<file path="config.mk">
export PLATFORM = sky130hd
export DESIGN_NAME = alu_sequencer
export DESIGN_NICKNAME = d
export VERILOG_FILES = /design/src/rtl/alu_sequencer.sv
export SDC_FILE = /design/constraint.sdc
export NUM_CORES = 1
export LEC_CHECK = 0
export CAP_MARGIN = 20
export CORE_AREA = 3 3 99 101
export CTS_CLUSTER_DIAMETER = 150
export DETAILED_ROUTE_END_ITERATION = 10
export DIE_AREA = 0 0 102 104
export PLACE_DENSITY = 0.7
export RECOVER_POWER = 50
export REMOVE_ABC_BUFFERS = 1
export SYNTH_ARGS = -nofsm -noshare
export SYNTH_HDL_FRONTEND = slang
export SYNTH_SLANG_ARGS = --single-unit
</file>
<file path="constraint.sdc">
create_clock -name clk -period 3.8 [get_ports clk]
set_clock_uncertainty 0.05 [all_clocks]
set_input_delay 0.38 -clock clk [delete_from_list [all_inputs] [get_ports clk]]
set_output_delay 0.38 -clock clk [all_outputs]
set_load 0.02 [all_outputs]
</file>
<file path="src/rtl/alu_sequencer.sv">
// Issue-side controller for the 8-bit ALU: accepts reg-reg / reg-imm instructions,
// drives ALU operands from an 8x8 register file and writes the result back.
//
// state | meaning
// IDLE  | ready for an instruction; ALU inputs hold their last values
// EXEC  | ALU inputs stable; result and zero flag captured at the next edge
module alu_sequencer #(
    parameter int WIDTH = 8,
    parameter int NREGS = 8
) (
    input  logic             clk,
    input  logic             rst,
    input  logic             instr_valid,
    input  logic [15:0]      instr,
    output logic             instr_ready,
    output logic [WIDTH-1:0] alu_a,
    output logic [WIDTH-1:0] alu_b,
    output logic [2:0]       alu_control,
    input  logic [WIDTH-1:0] alu_result,
    input  logic             alu_zero,
    output logic             done,
    output logic             zero_flag,
    input  logic [2:0]       dbg_addr,
    output logic [WIDTH-1:0] dbg_data
);

    typedef enum logic {IDLE, EXEC} state_t;

    state_t           state;
    state_t           state_nx;
    logic             accept;
    logic             retire;
    logic [2:0]       rd_q;
    logic [WIDTH-1:0] regs [NREGS];

    logic [2:0] op;
    logic [2:0] rd;
    logic [2:0] rs1;
    logic [2:0] rs2;
    logic       imm_sel;
    logic [2:0] imm3;

    assign op      = instr[15:13];
    assign rd      = instr[12:10];
    assign rs1     = instr[9:7];
    assign rs2     = instr[6:4];
    assign imm_sel = instr[3];
    assign imm3    = instr[2:0];

    always_ff @(posedge clk) begin
        if (rst) begin
            state <= IDLE;
        end else begin
            state <= state_nx;
        end
    end

    always_comb begin
        state_nx    = state;
        instr_ready = 1'b0;
        accept      = 1'b0;
        retire      = 1'b0;
        case (state)
            IDLE: begin
                instr_ready = ~rst;
                if (instr_valid && !rst) begin
                    accept   = 1'b1;
                    state_nx = EXEC;
                end
            end
            EXEC: begin
                retire   = 1'b1;
                state_nx = IDLE;
            end
            default: state_nx = IDLE;
        endcase
    end

    // Reset abandons an in-flight instruction: no write-back and no done pulse.
    always_ff @(posedge clk) begin
        if (rst) begin
            alu_a       <= '0;
            alu_b       <= '0;
            alu_control <= 3'b000;
            rd_q        <= 3'd0;
            done        <= 1'b0;
            zero_flag   <= 1'b0;
            for (int i = 0; i < NREGS; i++) begin
                regs[i] <= '0;
            end
        end else begin
            done <= retire;
            if (accept) begin
                alu_a       <= (rs1 == 3'd0) ? '0 : regs[rs1];
                alu_b       <= imm_sel ? {{(WIDTH-3){1'b0}}, imm3}
                                       : ((rs2 == 3'd0) ? '0 : regs[rs2]);
                alu_control <= op;
                rd_q        <= rd;
            end
            if (retire) begin
                zero_flag <= alu_zero;
                if (rd_q != 3'd0) begin
                    regs[rd_q] <= alu_result;
                end
            end
        end
    end

    assign dbg_data = (dbg_addr == 3'd0) ? '0 : regs[dbg_addr];

endmodule

</file>
==> flow_results.org <==
** Run status
- The run finished with clean final reports.

** Clock tree
- Once the clock tree was built, the setup fixing pass inserted 0 buffers.
- Clk sink count :: 81
- TritonCTS built the clock tree.
- The number of hold buffers added after CTS was 0.
- Root buffer cell :: sky130_fd_sc_hd__clkbuf_8
- Clock insertion delay at the later pin of the skew report :: 0.35 ns
- Number of buffers created by CTS :: 9
- Post-CTS repair changed the size of 0 cells.
- Maximum clock insertion buffer count :: 2
- Clock-pin transition on the worst setup and hold timing paths :: 0.08 ns
- The H-tree was split into 3 levels.

** Floorplan
- The floorplan has 35 rows.
- I/O pins :: 61
- Horizontal die dimension :: 102 um
- DIE HEIGHT :: 104 um
- Initial Util :: 0.486
- Area of the die :: 0.0106 mm^2
- The total area inside the core boundary comes to 0.00911 mm^2.

** Job
- Max-cap violations in this run came to 0.

** Setup path
- At the worst endpoint, the arrival time is 2.56 ns.
- In this design, the largest share of critical-path delay is due to buffers and inverters.
- CP required :: 3.37 ns
- The worst setup path is launched from an input port.
- Startpoint-to-endpoint class of the critical path :: input port to primary output
- The largest individual stage delay along the critical path comes from the cell sky130_fd_sc_hd__clkdlybuf4s50_1.
- Most frequent CP cell :: sky130_fd_sc_hd__clkdlybuf4s50_1
- The worst setup path is captured at a primary output.
- Together, buffers and inverters on the worst path number 3.
- For this run, the slowest stage of the critical path takes 0.67 ns.
- Maximum fanout along the worst path :: 17
- Cells traversed along the worst timing path :: clkdlybuf4s50_1 > buf_4 > nor2b_1 > a22oi_1 > o21ai_0 > clkdlybuf4s50_1

** Final layout
- The number of antenna diodes in the final layout is 0.
- At the end of the flow, the number of nets in the layout was 462.
- In the final layout, the share of cells above drive strength 1 is 0.165.
- Synth-to-Final Area Change :: 19.4%

** Drt
- Dividing the detail-routed via count by the number of cells gives 5.73.
- Dividing the detail-routed wire length by the instance count gives 19.2 um.
- Total length of routed wires :: 10,500 um
- In the routed design, unresolved DRC markers number 0.
- Detailed-router iteration count before antenna repair :: 4
- Detailed-route via count :: 3,132
- The detailed router finished its first iteration with 136 violations.
- The count of nets left with antenna violations once routing finished came out at 0.

** Global route
- The via count of the first global-routing pass was 3,192.
- The initial antenna violation count is 0.
- Maximum number of pins on one net before global-route repair :: 19
- Summed over all layers, the global routing overflow is 0.
- For this run, the total global-route usage over all layers was measured as 0.209.
- The first global-routing pass estimated 17,300 um of wire.

** STA
- The number of pins exceeding their max-slew limit in the final report was 0.
- Dividing the final minimum period by the clock period gives 0.786.
- The number of hold violations in the final report was 0.
- Maximum clock rate :: 335 MHz
- For the pin with the worst max-slew slack, the measured transition is 0.893 ns.
- Setup repair after global routing left no endpoint under its margin.
- In this run the tightest slew margin relative to its limit is 0.400.
- Setup violations remaining at the end of the flow were counted as 0.
- Minimum clock period :: 2.99 ns
- After routing, the total negative slack on setup checks comes to 0 ns.

** Synthesis
- Synthesized instance count :: 375
- Synth Area per Inst :: 11.8 um^2
- Sequential share of the synthesized area :: 0.493
- Yosys mapped the design onto 42 distinct sky130hd cell types.
- The Yosys step of the flow raised 0 warnings.
- Post-synthesis cell type with the largest combined area :: sky130_fd_sc_hd__edfxtp_1
- Flops & latches, synth :: 81
- Dominant cells by area after synthesis :: sky130_fd_sc_hd__edfxtp_1 (38%), sky130_fd_sc_hd__dfxtp_1 (11%), sky130_fd_sc_hd__and2_1 (8.1%), sky130_fd_sc_hd__mux2_2 (7.9%), sky130_fd_sc_hd__mux4_2 (5.6%)
- The share of synthesized area in the top cell type comes to 0.380.
- The cell area that synthesis handed to floorplanning was 0.00443 mm^2.

** Placement
- In this run the tool buffered the top-level ports with 60 buffer cells.
- Hpwl dp :: 8250 um
- GP Congestion :: 0.834

** Pwr
- Final Total Pwr :: 1.94 mW
- Leakage dissipation :: 1.99 nW
- Total power density per cell area :: 368 mW/mm^2
- IR analysis of the VDD net gives a maximum drop of 0.161 mV.

** Worst hold path
- The min-delay analysis places its worst path in the category register to register.
[synth_stat cells, drive strengths merged]
cell	count
mux2	34
or2	8
o22ai	7
dfxtp	25
and2b	1
edfxtp	56
o21ai	20
a221oi	11
nand3	1
or4b	1
a31oi	1
a21o	3
o31ai	5
and2	57
nand3b	9
o32ai	1
buf	13
a2111oi	3
a22o	3
a21oi	6
inv	3
a32o	2
mux4	11
nor3	2
nor2b	9
or2b	1
o211ai	1
clkbuf	11
and3	3
nand2	21
a22oi	10
mux2i	19
nor4	1
nor2	7
nand2b	9
[final timing paths]
check	from	endpoint	slack, ns	depth (start not counted)
setup / recovery	dbg_addr[1]	dbg_data[0]	0.81	6
hold reg to reg	alu_b[4]	alu_b[4]	0.40	1
setup reg to reg	state	regs[1][5]	1.55	3
hold / removal	alu_b[4]	alu_b[4]	0.40	1
[routing by layer]
metal / part of all wire / GRT usage / vias to the layer above
met5: 0 / 0 / -
met4: 0.0092 / 0.0619 / 0
met3: 0.051 / 0.0362 / 8
met2: 0.49 / 0.331 / 91
met1: 0.45 / 0.293 / 1508
li1: - / - / 1525
[metrics by stage]
| stage | setup slack [ns] | hold WS [ns] | instance area, um^2 | instances | util |
|---|---|---|---|---|---|
| 2_1_floorplan | 2.02 | 0.402 | 4300 | 351 | - |
| 3_3_place_gp | 0.798 | 0.383 | 5100 | 531 | 0.560 |
| 3_5_place_dp | 0.827 | 0.392 | 5100 | 531 | 0.560 |
| 4_1_cts | 0.819 | 0.410 | 5310 | 547 | 0.583 |
| 5_1_grt | 0.637 | 0.421 | 5290 | 547 | 0.580 |
| 6_report | 0.814 | 0.400 | 5290 | 547 | 0.580 |
[power breakdown]
group          total [mW]  switching [mW]  internal (mW)
registers            1.01          0.0335          0.980
clock network       0.642           0.339          0.304
logic               0.288           0.145          0.143
total                1.94           0.518           1.43
[area by class of cell]
| cell class | instances | area, um^2 |
|---|---|---|
| Tap cell | 111 | 139 |
| Multi-Input combinational cell | 267 | 2100 |
| Timing Repair Buffer | 69 | 653 |
| Clock buffer | 11 | 163 |
| Sequential cell | 81 | 2180 |
| Clock inverter | 5 | 42.5 |
| Inverter | 3 | 11.3 |
| Fill cell | 799 | 3820 |
[sequential cells by signal (all words and copies together) (netlist names)]
signal and flops:
alu_a 8, state 1, rd_q 3, regs 56, alu_control 3, zero_flag 1, done 1, alu_b 8
[cells in the final DEF (no fill, tap or decap), types with 10 or more instances in the layout]
master                            netlist  final
sky130_fd_sc_hd__o21ai_0               14     14
sky130_fd_sc_hd__dlygate4sd3_1          0     22
sky130_fd_sc_hd__a221oi_1              11     11
sky130_fd_sc_hd__clkbuf_8               0     10
sky130_fd_sc_hd__mux2i_1               19     19
sky130_fd_sc_hd__mux4_2                11     11
sky130_fd_sc_hd__mux2_2                31     31
sky130_fd_sc_hd__a22oi_1               10     10
sky130_fd_sc_hd__and2_1                57     27
sky130_fd_sc_hd__clkdlybuf4s50_1        0     38
sky130_fd_sc_hd__edfxtp_1              56     56
sky130_fd_sc_hd__dfxtp_1               25     25
sky130_fd_sc_hd__and2_0                 0     30
sky130_fd_sc_hd__nand2_1               21     21
[cells by family (layout without fill, tap and decap cells)]
group	count (synthesis)	after routing	share of synthesized area
buf+inv	27	88	0.0317
mux	64	64	0.187
compound gates	73	73	0.114
flops	81	81	0.493
simple gates	130	130	0.174
Note: power is estimated with default switching activity, not from simulation.
